`src/rtl/pt_pkg.sv`:
```
// Shared definitions for the Pan-Tompkins stage sequencer.
// The package holds the sequencer state encoding, the chain position of each
// filter stage and the default sizing parameters.
package pt_pkg;

    // Sequencer states
    typedef enum logic [1:0] {
        ST_IDLE = 2'd0,
        ST_RUN  = 2'd1,
        ST_DONE = 2'd2
    } pt_state_e;

    // Position of each filter in the chain. This is also its bit in stage_en.
    localparam int STG_LPF = 0;
    localparam int STG_HPF = 1;
    localparam int STG_DER = 2;
    localparam int STG_SQR = 3;
    localparam int STG_MWI = 4;

    // Default sizing
    localparam int PT_NB_STAGES = 5;
    localparam int PT_WARMUP    = 32;
    localparam int PT_CNT_WIDTH = 6;

endpackage : pt_pkg

```
`src/rtl/pt_sat_counter.sv`:
```
// Saturating up-counter with count enable, synchronous clear and a registered
// terminal flag. The count stops at MAX and never wraps.
//
// Ports:
//   clk   in   system clock, rising edge
//   rstn  in   asynchronous active-low reset
//   clr   in   synchronous clear; takes priority over en
//   en    in   count by one this cycle (ignored once MAX is reached)
//   term  out  registered flag, high while the count equals MAX
module pt_sat_counter #(
    parameter int WIDTH = 6,
    parameter int MAX   = 32
) (
    input  logic clk,
    input  logic rstn,
    input  logic clr,
    input  logic en,
    output logic term
);

    localparam logic [WIDTH-1:0] MAX_C  = WIDTH'(MAX);
    localparam logic [WIDTH-1:0] ZERO_C = WIDTH'(0);
    localparam logic [WIDTH-1:0] ONE_C  = WIDTH'(1);

    logic [WIDTH-1:0] count_r;
    logic [WIDTH-1:0] count_s;
    logic             term_r;

    // Next count: clear first, otherwise step until the saturation value
    always_comb begin
        count_s = count_r;
        if (clr) begin
            count_s = ZERO_C;
        end else if (en && (count_r != MAX_C)) begin
            count_s = count_r + ONE_C;
        end else begin
            count_s = count_r;
        end
    end

    // Count and terminal-flag registers; the flag is computed from the next
    // count so it lines up with the count register
    always_ff @(posedge clk or negedge rstn) begin
        if (!rstn) begin
            count_r <= ZERO_C;
            term_r  <= 1'b0;
        end else begin
            count_r <= count_s;
            term_r  <= (count_s == MAX_C);
        end
    end

    assign term = term_r;

endmodule : pt_sat_counter

```
`src/rtl/pt_stage_sequencer.sv`:
```
// Pan-Tompkins filter chain sequencer. Each accepted ECG sample is walked
// through the chain (LPF, HPF, derivative, squaring, MWI) with one one-cycle
// enable strobe per stage and one stage per clock. A done pulse follows the
// last strobe. A saturating warm-up count of completed samples marks when the
// filter delay lines are full. After that point, done pulses are also
// reported as out_valid.
//
// Ports:
//   clk           in   system clock, rising edge
//   rstn          in   asynchronous active-low reset
//   en            in   global enable; low freezes the sequencer
//   clr           in   synchronous soft clear
//   sample_valid  in   new ADC sample present
//   sample_ready  out  sample can be accepted this cycle
//   stage_en      out  one-hot stage strobes, bit 0 = low-pass
//   sample_done   out  one-cycle pulse after the last stage strobe
//   out_valid     out  sample_done of a sample taken after warm-up
//   primed        out  warm-up complete
//   busy          out  sequence in progress
//   overrun       out  sticky: a sample was offered while not ready
//
// CNT_WIDTH must satisfy 2**CNT_WIDTH > WARMUP.
module pt_stage_sequencer
    import pt_pkg::*;
#(
    parameter int NB_STAGES = PT_NB_STAGES,
    parameter int WARMUP    = PT_WARMUP,
    parameter int CNT_WIDTH = PT_CNT_WIDTH
) (
    input  logic                 clk,
    input  logic                 rstn,
    input  logic                 en,
    input  logic                 clr,
    input  logic                 sample_valid,
    output logic                 sample_ready,
    output logic [NB_STAGES-1:0] stage_en,
    output logic                 sample_done,
    output logic                 out_valid,
    output logic                 primed,
    output logic                 busy,
    output logic                 overrun
);

    localparam int IDX_W = (NB_STAGES > 1) ? $clog2(NB_STAGES) : 1;
    localparam logic [IDX_W-1:0]     IDX_ZERO  = IDX_W'(0);
    localparam logic [IDX_W-1:0]     IDX_ONE   = IDX_W'(1);
    localparam logic [IDX_W-1:0]     IDX_FIRST = IDX_W'(STG_LPF);
    localparam logic [IDX_W-1:0]     IDX_LAST  = IDX_W'(NB_STAGES - 1);
    localparam logic [NB_STAGES-1:0] STG_ZERO  = NB_STAGES'(0);
    localparam logic [NB_STAGES-1:0] STG_ONE   = NB_STAGES'(1);

    pt_state_e            state_r;
    pt_state_e            state_s;
    logic [IDX_W-1:0]     idx_r;
    logic [IDX_W-1:0]     idx_s;
    logic [NB_STAGES-1:0] stage_en_r;
    logic [NB_STAGES-1:0] stage_en_s;
    logic                 done_r;
    logic                 done_s;
    logic                 oval_r;
    logic                 oval_s;
    logic                 busy_r;
    logic                 overrun_r;
    logic                 overrun_s;
    logic                 ready_s;
    logic                 accept_s;
    logic                 cnt_inc_s;
    logic                 primed_s;

    // Ready depends only on the state and the live controls. The rstn term
    // keeps it low while reset is held.
    assign ready_s   = (state_r == ST_IDLE) & en & ~clr & rstn;
    assign accept_s  = sample_valid & ready_s;
    // A done pulse counts only when it is actually delivered (en high)
    assign cnt_inc_s = (state_r == ST_DONE) & en & ~clr;

    // Next-state and next-strobe logic. With en low everything holds, so a
    // strobe pending at the freeze is presented again once en returns.
    always_comb begin
        state_s    = state_r;
        idx_s      = idx_r;
        stage_en_s = stage_en_r;
        done_s     = done_r;
        oval_s     = oval_r;
        if (clr) begin
            state_s    = ST_IDLE;
            idx_s      = IDX_ZERO;
            stage_en_s = STG_ZERO;
            done_s     = 1'b0;
            oval_s     = 1'b0;
        end else if (!en) begin
            state_s    = state_r;
            idx_s      = idx_r;
            stage_en_s = stage_en_r;
            done_s     = done_r;
            oval_s     = oval_r;
        end else begin
            case (state_r)
                ST_IDLE: begin
                    if (accept_s) begin
                        state_s    = ST_RUN;
                        idx_s      = IDX_FIRST;
                        stage_en_s = STG_ONE << IDX_FIRST;
                    end else begin
                        stage_en_s = STG_ZERO;
                    end
                    done_s = 1'b0;
                    oval_s = 1'b0;
                end
                ST_RUN: begin
                    if (idx_r == IDX_LAST) begin
                        state_s    = ST_DONE;
                        stage_en_s = STG_ZERO;
                        done_s     = 1'b1;
                        // The warm-up count cannot change between here and
                        // the done pulse, so the current primed flag is the
                        // value seen before this sample's increment.
                        oval_s     = primed_s;
                    end else begin
                        idx_s      = idx_r + IDX_ONE;
                        stage_en_s = STG_ONE << (idx_r + IDX_ONE);
                        done_s     = 1'b0;
                        oval_s     = 1'b0;
                    end
                end
                ST_DONE: begin
                    state_s    = ST_IDLE;
                    idx_s      = IDX_ZERO;
                    stage_en_s = STG_ZERO;
                    done_s     = 1'b0;
                    oval_s     = 1'b0;
                end
                default: begin
                    state_s    = ST_IDLE;
                    idx_s      = IDX_ZERO;
                    stage_en_s = STG_ZERO;
                    done_s     = 1'b0;
                    oval_s     = 1'b0;
                end
            endcase
        end
    end

    // Sticky overrun: set on a sample offered while not ready, clear on clr.
    // A sample offered during clr does not set it.
    always_comb begin
        overrun_s = overrun_r;
        if (clr) begin
            overrun_s = 1'b0;
        end else if (sample_valid && en && !ready_s) begin
            overrun_s = 1'b1;
        end else begin
            overrun_s = overrun_r;
        end
    end

    // State, index and output registers
    always_ff @(posedge clk or negedge rstn) begin
        if (!rstn) begin
            state_r    <= ST_IDLE;
            idx_r      <= IDX_ZERO;
            stage_en_r <= STG_ZERO;
            done_r     <= 1'b0;
            oval_r     <= 1'b0;
            busy_r     <= 1'b0;
            overrun_r  <= 1'b0;
        end else begin
            state_r    <= state_s;
            idx_r      <= idx_s;
            stage_en_r <= stage_en_s;
            done_r     <= done_s;
            oval_r     <= oval_s;
            busy_r     <= (state_s != ST_IDLE);
            overrun_r  <= overrun_s;
        end
    end

    // Count of completed samples since reset or clr
    pt_sat_counter #(
        .WIDTH (CNT_WIDTH),
        .MAX   (WARMUP)
    ) u_warmup (
        .clk   (clk),
        .rstn  (rstn),
        .clr   (clr),
        .en    (cnt_inc_s),
        .term  (primed_s)
    );

    // Strobes are masked by en so nothing downstream fires while frozen
    assign sample_ready = ready_s;
    assign stage_en     = stage_en_r & {NB_STAGES{en}};
    assign sample_done  = done_r & en;
    assign out_valid    = oval_r & en;
    assign primed       = primed_s;
    assign busy         = busy_r;
    assign overrun      = overrun_r;

endmodule : pt_stage_sequencer
```
`config.mk`:
```
export PLATFORM = sky130hd
export DESIGN_NAME = pt_stage_sequencer
export DESIGN_NICKNAME = d
export VERILOG_FILES = /design/src/rtl/pt_pkg.sv /design/src/rtl/pt_sat_counter.sv /design/src/rtl/pt_stage_sequencer.sv
export SDC_FILE = /design/constraint.sdc
export NUM_CORES = 1
export LEC_CHECK = 0
export ABC_CLOCK_PERIOD_IN_PS = 1930
export BUFFER_PORTS_ARGS = -buffer_cell sky130_fd_sc_hd__buf_4
export CAP_MARGIN = 20
export CORE_AREA = 4 4 62 64
export CTS_BUF_LIST = sky130_fd_sc_hd__clkbuf_2 sky130_fd_sc_hd__clkbuf_4 sky130_fd_sc_hd__clkbuf_8
export CTS_CLUSTER_DIAMETER = 40
export DETAILED_ROUTE_END_ITERATION = 10
export DIE_AREA = 0 0 66 68
export HOLD_SLACK_MARGIN = 0.05
export PLACE_DENSITY = 0.61
export SLEW_MARGIN = 20
export SYNTH_ARGS = -nofsm -noshare
export SYNTH_HDL_FRONTEND = slang
export SYNTH_SLANG_ARGS = --single-unit
```
`constraint.sdc`:
```
create_clock -name clk -period 1.93 [get_ports clk]
set_input_delay 0.386 -clock clk [delete_from_list [all_inputs] [get_ports clk]]
set_output_delay 0.386 -clock clk [all_outputs]
set_load 0.01 [all_outputs]
```
# Word-level counts from Yosys, hierarchy flattened
# Index checks and enable logic that the tools add are counted.
# word_totals
regBits,21
elab_cells,65
output_inout_bits,11
inputBits,5
# op_classes
eq_ne,7
shift,1
n_bitwise,10
addsub,2
n_reduce_logical,9
muxes,27
# op_table
cell,n
2-to-1 mux 5 bit,3
2-to-1 mux 3 bit,4
2-to-1 mux 6 bit,2
2-to-1 mux 1 bit,11
case mux 5 bit (2 select lines),1
AND 1 bit,8
2-to-1 mux 2 bit,4
"adder 6 x 1 -> 6 bit, second input constant",1
"== test 6 bit, second input constant",1
"!= test 3 bit, second input constant",2
"!= test 6 bit, second input constant",1
case mux 3 bit (2 select lines),1
nonzero test 2 bit,3
AND 5 bit,1
"<< shifter 1 x 3 -> 5 bit, first input constant",1
case mux 2 bit (2 select lines),1
"adder 3 x 1 -> 3 bit, second input constant",1
"== test 3 bit, second input constant",1
logical AND 1 bit,3
AND reduction 3 bit,1
"== test 2 x 1 -> 1 bit, second input constant",1
"== test 2 bit, second input constant",1
zero test 2 bit,1
zero test 1 bit,1
NOT 1 bit,1

# Depth between registers and ports, before layout
# depth
depth_word,10
ltp_mapped,6
ltp_nobuf,6

# Cells and area by module
# A second synthesis with hierarchy kept.
# hier_totals
cells_unflattened,126
hier_area_um2,1206.2
# modules_own_cells
module,seq_area_each_um2,cells_each,n_inst,area_per_inst_um2
pt_stage_sequencer,350.3,89,1,837.1
pt_sat_counter,175.2,37,1,369.1

# Worst setup path after synthesis
# No wires, ideal clock.
# synth_path
path_kind,register to register
from,register u_warmup.count_r[0]
to,register u_warmup.term_r (netlist: u_warmup.term)
setup_ns,0.134
t_arrival_ns,1.395
t_required_ns,1.796
period_less_slack_ns,1.529
n_path_buf,0
stages_incl_launch_ff,7
setup_slack_ns,0.401
cell_sequence,dfrtp_1 -> inv_1 -> ha_1 -> nor4b_4 -> a21o_4 -> a221oi_1 -> nor4b_2
# synth_between
elab_chain_cells,5
word_cells_on_any_way,6
classes_between,add/sub (1); eq/ne (2); mux (2); reduce/logical (1)
# synth_lines
item,line_no,source
"start, declared",pt_sat_counter.sv:25,logic [WIDTH-1:0] count_r;
"start signal, assigned",pt_sat_counter.sv:48,count_r <= count_s;
"parallel branches: the longest is 2 deep, another holds adder 6 x 1 -> 6 bit",--,
2-to-1 mux 6 bit (*),pt_sat_counter.sv:34,end else if (en && (count_r != MAX_C)) begin
2-to-1 mux 6 bit (*),pt_sat_counter.sv:32,if (clr) begin
== test 6 bit (*),pt_sat_counter.sv:49,term_r <= (count_s == MAX_C);
"end signal, assigned",pt_sat_counter.sv:49,
"end, declared",pt_sat_counter.sv:27,logic term_r;
# Mark *: on every way between the ends.
# A chain may end at the register's enable or synchronous reset.

# Worst setup path after layout
# layout_path
from,register state_r[1]
to,output port sample_ready
# layout_between
elab_chain_cells,4
# layout_lines
item,line_no,source
"start, declared",pt_stage_sequencer.sv:52,pt_state_e state_r;
"start signal, assigned",pt_stage_sequencer.sv:168,state_r <= state_s;
zero test 2 bit,pt_stage_sequencer.sv:72,assign ready_s = (state_r == ST_IDLE) & en & ~clr & rstn;
AND 1 bit (3 in series),pt_stage_sequencer.sv:72,
"end, declared",pt_stage_sequencer.sv:35,"output logic sample_ready,"
# No other way between the ends.

==> impl_table.tex <==
\begin{tabular}{lr}
\hline
Metric & Value \\
\hline
\multicolumn{2}{l}{\textbf{Worst setup path}} \\
\quad CP max FO & 11 \\
\quad Launch point of the worst reg-to-reg path & u\_warmup.count\_r[0] \\
\quad Category of the worst setup path launch point & flop \\
\quad Critical path endpoint category & output port \\
\quad Required time of the critical path & 1.54 ns \\
\quad Worst Path Class, Setup & reg -> out \\
\quad Arrival time reported for the critical path endpoint & 1.35 ns \\
\quad Startpoint of the most critical setup path & state\_r[1] \\
\multicolumn{2}{l}{\textbf{Finish}} \\
\quad Final net count & 153 \\
\quad Number of diodes & 0 \\
\quad Fraction of final layout cells sized beyond drive strength 1 & 22.1\% \\
\quad Area growth from synthesis to final layout & 13.3\% \\
\multicolumn{2}{l}{\textbf{Global route}} \\
\quad Number of global-route vias before repair & 924 \\
\quad GRT Resource Usage Total & 12.4\% \\
\quad Global route total overflow & 0 \\
\quad Number of antenna violations at the first check in global routing & 0 \\
\quad First-pass GRT wire length & 4350 um \\
\quad Pin count of the biggest net entering global routing & 23 \\
\multicolumn{2}{l}{\textbf{Yosys}} \\
\quad Number of warning messages in the yosys log & 0 \\
\quad Leading register cell type out of synthesis & sky130\_fd\_sc\_hd\_\_dfrtp\_1 \\
\quad Most instantiated cells after synthesis & 21 x sky130\_fd\_sc\_hd\_\_dfrtp\_1, 9 x sky130\_fd\_sc\_hd\_\_o21ai\_0 \\
\quad Library cell occupying the most area in the post-synthesis netlist & sky130\_fd\_sc\_hd\_\_dfrtp\_1 \\
\quad Post-Syn Nets & 137 \\
\quad Count of state elements after synthesis & 21 \\
\quad Most repeated cell in the gate-level netlist after synthesis & sky130\_fd\_sc\_hd\_\_dfrtp\_1 \\
\quad Count of distinct cell types in the synthesized netlist & 43 \\
\quad Sequential-to-total area share from yosys stat & 40.5\% \\
\quad Syn\_area\_per\_cell & 10.4 um2 \\
\quad Instance count of the mapped netlist & 125 \\
\quad Post-synthesis async set-or-reset flop share & 100\% \\
\quad Synthesized area & 1300 um2 \\
\quad Number of enable flip-flop cells after synthesis & 0 \\
\quad Top cells by area, synth & sky130\_fd\_sc\_hd\_\_dfrtp\_1 41\%, sky130\_fd\_sc\_hd\_\_ha\_1 6.8\%, sky130\_fd\_sc\_hd\_\_and2\_1 3.9\%, sky130\_fd\_sc\_hd\_\_o21ai\_0 3.5\%, sky130\_fd\_sc\_hd\_\_a21oi\_1 3.1\% \\
\quad Share of the synthesized area in the top cell type & 40.5\% \\
\multicolumn{2}{l}{\textbf{Routing}} \\
\quad Remaining antenna violation count after routing & 0 \\
\quad Number of remaining DRC errors & 0 \\
\quad Total via count after detailed routing & 932 \\
\quad Wirelength, routed & 2430 um \\
\quad Vias per inst & 5.01 \\
\quad Pre-Repair DR Iteration Count & 4 \\
\quad Number of DRC markers after the initial detailed-route iteration & 43 \\
\quad Wire length per cell & 13.1 um \\
\multicolumn{2}{l}{\textbf{Floorplan}} \\
\quad Total die area & 4490 um2 \\
\quad Height of the chip & 68 um \\
\quad Number of placement rows & 21 \\
\quad \# IOs & 16 \\
\quad Chip Width & 66 um \\
\quad Effective utilization at floorplan & 39.5\% \\
\quad Core box area & 3280 um2 \\
\multicolumn{2}{l}{\textbf{STA}} \\
\quad Clock tree skew after final layout & 0.00262 ns \\
\quad RSZ-0062 raised after global routing & no \\
\quad Total count of max-transition violations in the final report & 0 \\
\quad Slew at the pin with the worst max-slew slack & 0.942 ns \\
\quad Setup total negative slack & 0 ns \\
\quad Timing-limited maximum frequency & 0.577 GHz \\
\quad Hold slack final & 0.351 ns \\
\quad Final cycle utilization of the critical path & 89.8\% \\
\quad Endpoints failing hold & 0 \\
\quad Slew Limit Headroom & 37.0\% \\
\quad Number of setup violations in the final report & 0 \\
\quad Post-route minimum period & 1.73 ns \\
\multicolumn{2}{l}{\textbf{Place}} \\
\quad Routability-driven placement congestion ratio & 0.969 \\
\quad Total half-perimeter wirelength after legalization and detailed placement & 1750 um \\
\quad Number of I/O port buffers & 15 \\
\multicolumn{2}{l}{\textbf{Run}} \\
\quad Maximum capacitance violations & 0 \\
\multicolumn{2}{l}{\textbf{Worst hold path}} \\
\quad Worst hold path startpoint & sample\_valid \\
\quad Worst min-delay path class & in -> reg \\
\multicolumn{2}{l}{\textbf{Clock tree}} \\
\quad Clock-pin slew on the worst setup and hold paths & 0.11 ns \\
\quad H-tree depth reported by CTS & 1 \\
\quad Clock sink total & 21 \\
\quad Post-CTS resize count & 0 \\
\quad Clock latency of the later-clocked register in the worst-skew pair & 0.30 ns \\
\quad Inserted Clock Buffers & 3 \\
\quad Clock tree from TritonCTS & built \\
\quad Root Buffer Master & sky130\_fd\_sc\_hd\_\_clkbuf\_4 \\
\quad Buffers from clock root to sink, at most & 2 \\
\multicolumn{2}{l}{\textbf{Run status}} \\
\quad Result of the run & complete, no violations \\
\multicolumn{2}{l}{\textbf{Pwr}} \\
\quad Leakage Power & 0.000676 uW \\
\quad IR drop worst, VDD & 0.293 mV \\
\quad P per Cell Area & 516 nW/um2 \\
\hline
\end{tabular}
==> per-stage QoR <==
step | setup WS (ns) | instance area (um2) | cells | utilization (%) | total power [uW]
6_report | 0.197 | 1470 | 186 | 44.8 | 758
2_1_floorplan | 0.401 | 1300 | 125 | - | 511
5_1_grt | 0.0636 | 1470 | 186 | 44.8 | 801
3_5_place_dp | 0.266 | 1430 | 181 | 43.5 | 540
3_3_place_gp | 0.278 | 1430 | 181 | 43.5 | 539
4_1_cts | 0.193 | 1470 | 186 | 44.8 | 775
==> flip-flops by register name, summed over array words and instances (netlist names) <==
register          flops
done_r                1
stage_en_r            5
busy                  1
state_r               2
u_warmup.count_r      6
idx_r                 3
u_warmup.term         1
oval_r                1
overrun               1
==> cell families (layout without fill, tap and decap cells) <==
logic type	after synthesis	count (layout)	share of synthesized area (%)
flip-flops	21	21	40.5
adder cells (fa/ha/maj)	7	7	6.75
AO/OA/AOI/OAI	31	31	17.4
buffers and inverters	12	27	4.92
XOR/XNOR	1	1	0.675
AND/OR/NAND/NOR	50	50	27.5
multiplexers	3	3	2.31
==> routing by layer <==
| layer | GRT usage, % | vias up | wire length [um] |
|---|---|---|---|
| met4 | 3.81 | 0 | 18 |
| met2 | 19.9 | 19 | 1070 |
| li1 | - | 474 | - |
| met5 | 0 | - | 0 |
| met3 | 2.96 | 2 | 133 |
| met1 | 16.5 | 437 | 1210 |
==> placed cells by master, fill, tap and decap left out, types with 2 or more instances in the layout <==
master and instances:
sky130_fd_sc_hd__dfrtp_1 21, sky130_fd_sc_hd__buf_4 15, sky130_fd_sc_hd__o21ai_0 9, sky130_fd_sc_hd__nor2_1 8, sky130_fd_sc_hd__a21oi_1 8, sky130_fd_sc_hd__and2_1 8, sky130_fd_sc_hd__nand2_1 8, sky130_fd_sc_hd__inv_1 7
sky130_fd_sc_hd__ha_1 7, sky130_fd_sc_hd__clkbuf_4 4, sky130_fd_sc_hd__nand3_1 3, sky130_fd_sc_hd__mux2i_1 3, sky130_fd_sc_hd__nand2b_1 3, sky130_fd_sc_hd__a22o_1 3, sky130_fd_sc_hd__or2_2 2, sky130_fd_sc_hd__nor2b_1 2
sky130_fd_sc_hd__nor3_1 2, sky130_fd_sc_hd__nand3b_1 2
==> power by group <==
part	leakage (uW)	switching [uW]	internal, uW	total (uW)
clock network	0.0000184	131	94.4	225
logic	0.000367	44.0	32.8	76.9
registers	0.000290	9.01	447	456
==> timing repair <==
| item | CTS | global route |
|---|---|---|
| setup buffers | 0 | 0 |
| endpoints found under the hold margin | 21 | 0 |
| endpoints found under the setup margin | 0 | 0 |
| hold buffers | 1 | 0 |
==> worst paths after layout <==
kind / to / slack (ns) / depth (start not counted)
max: sample_ready / 0.20 / 4
min: state_r[0] / 0.35 / 3
max reg2reg: u_warmup.term / 0.29 / 6
min reg2reg: done_r / 0.50 / 1
max in group asynchronous: u_warmup.count_r[1] / 0.58 / 2
min in group asynchronous: idx_r[2] / 0.78 / 2
==> layout make-up <==
class | count | area (um2)
fillers | 325 | 1810
multi-input cells | 92 | 708
flip-flops and latches | 21 | 526
repair buffers | 16 | 123
well taps | 46 | 57.6
clock buffers | 4 | 30.0
inverters | 7 | 26.3
==> critical path, cell delays in order (launching register included) <==
cell and delay [ns]:
sky130_fd_sc_hd__dfrtp_1 0.55, sky130_fd_sc_hd__nor2_1 0.18, sky130_fd_sc_hd__nand3_1 0.12, sky130_fd_sc_hd__inv_1 0.09, sky130_fd_sc_hd__buf_4 0.12
Note: power is estimated with default switching activity, not from simulation.
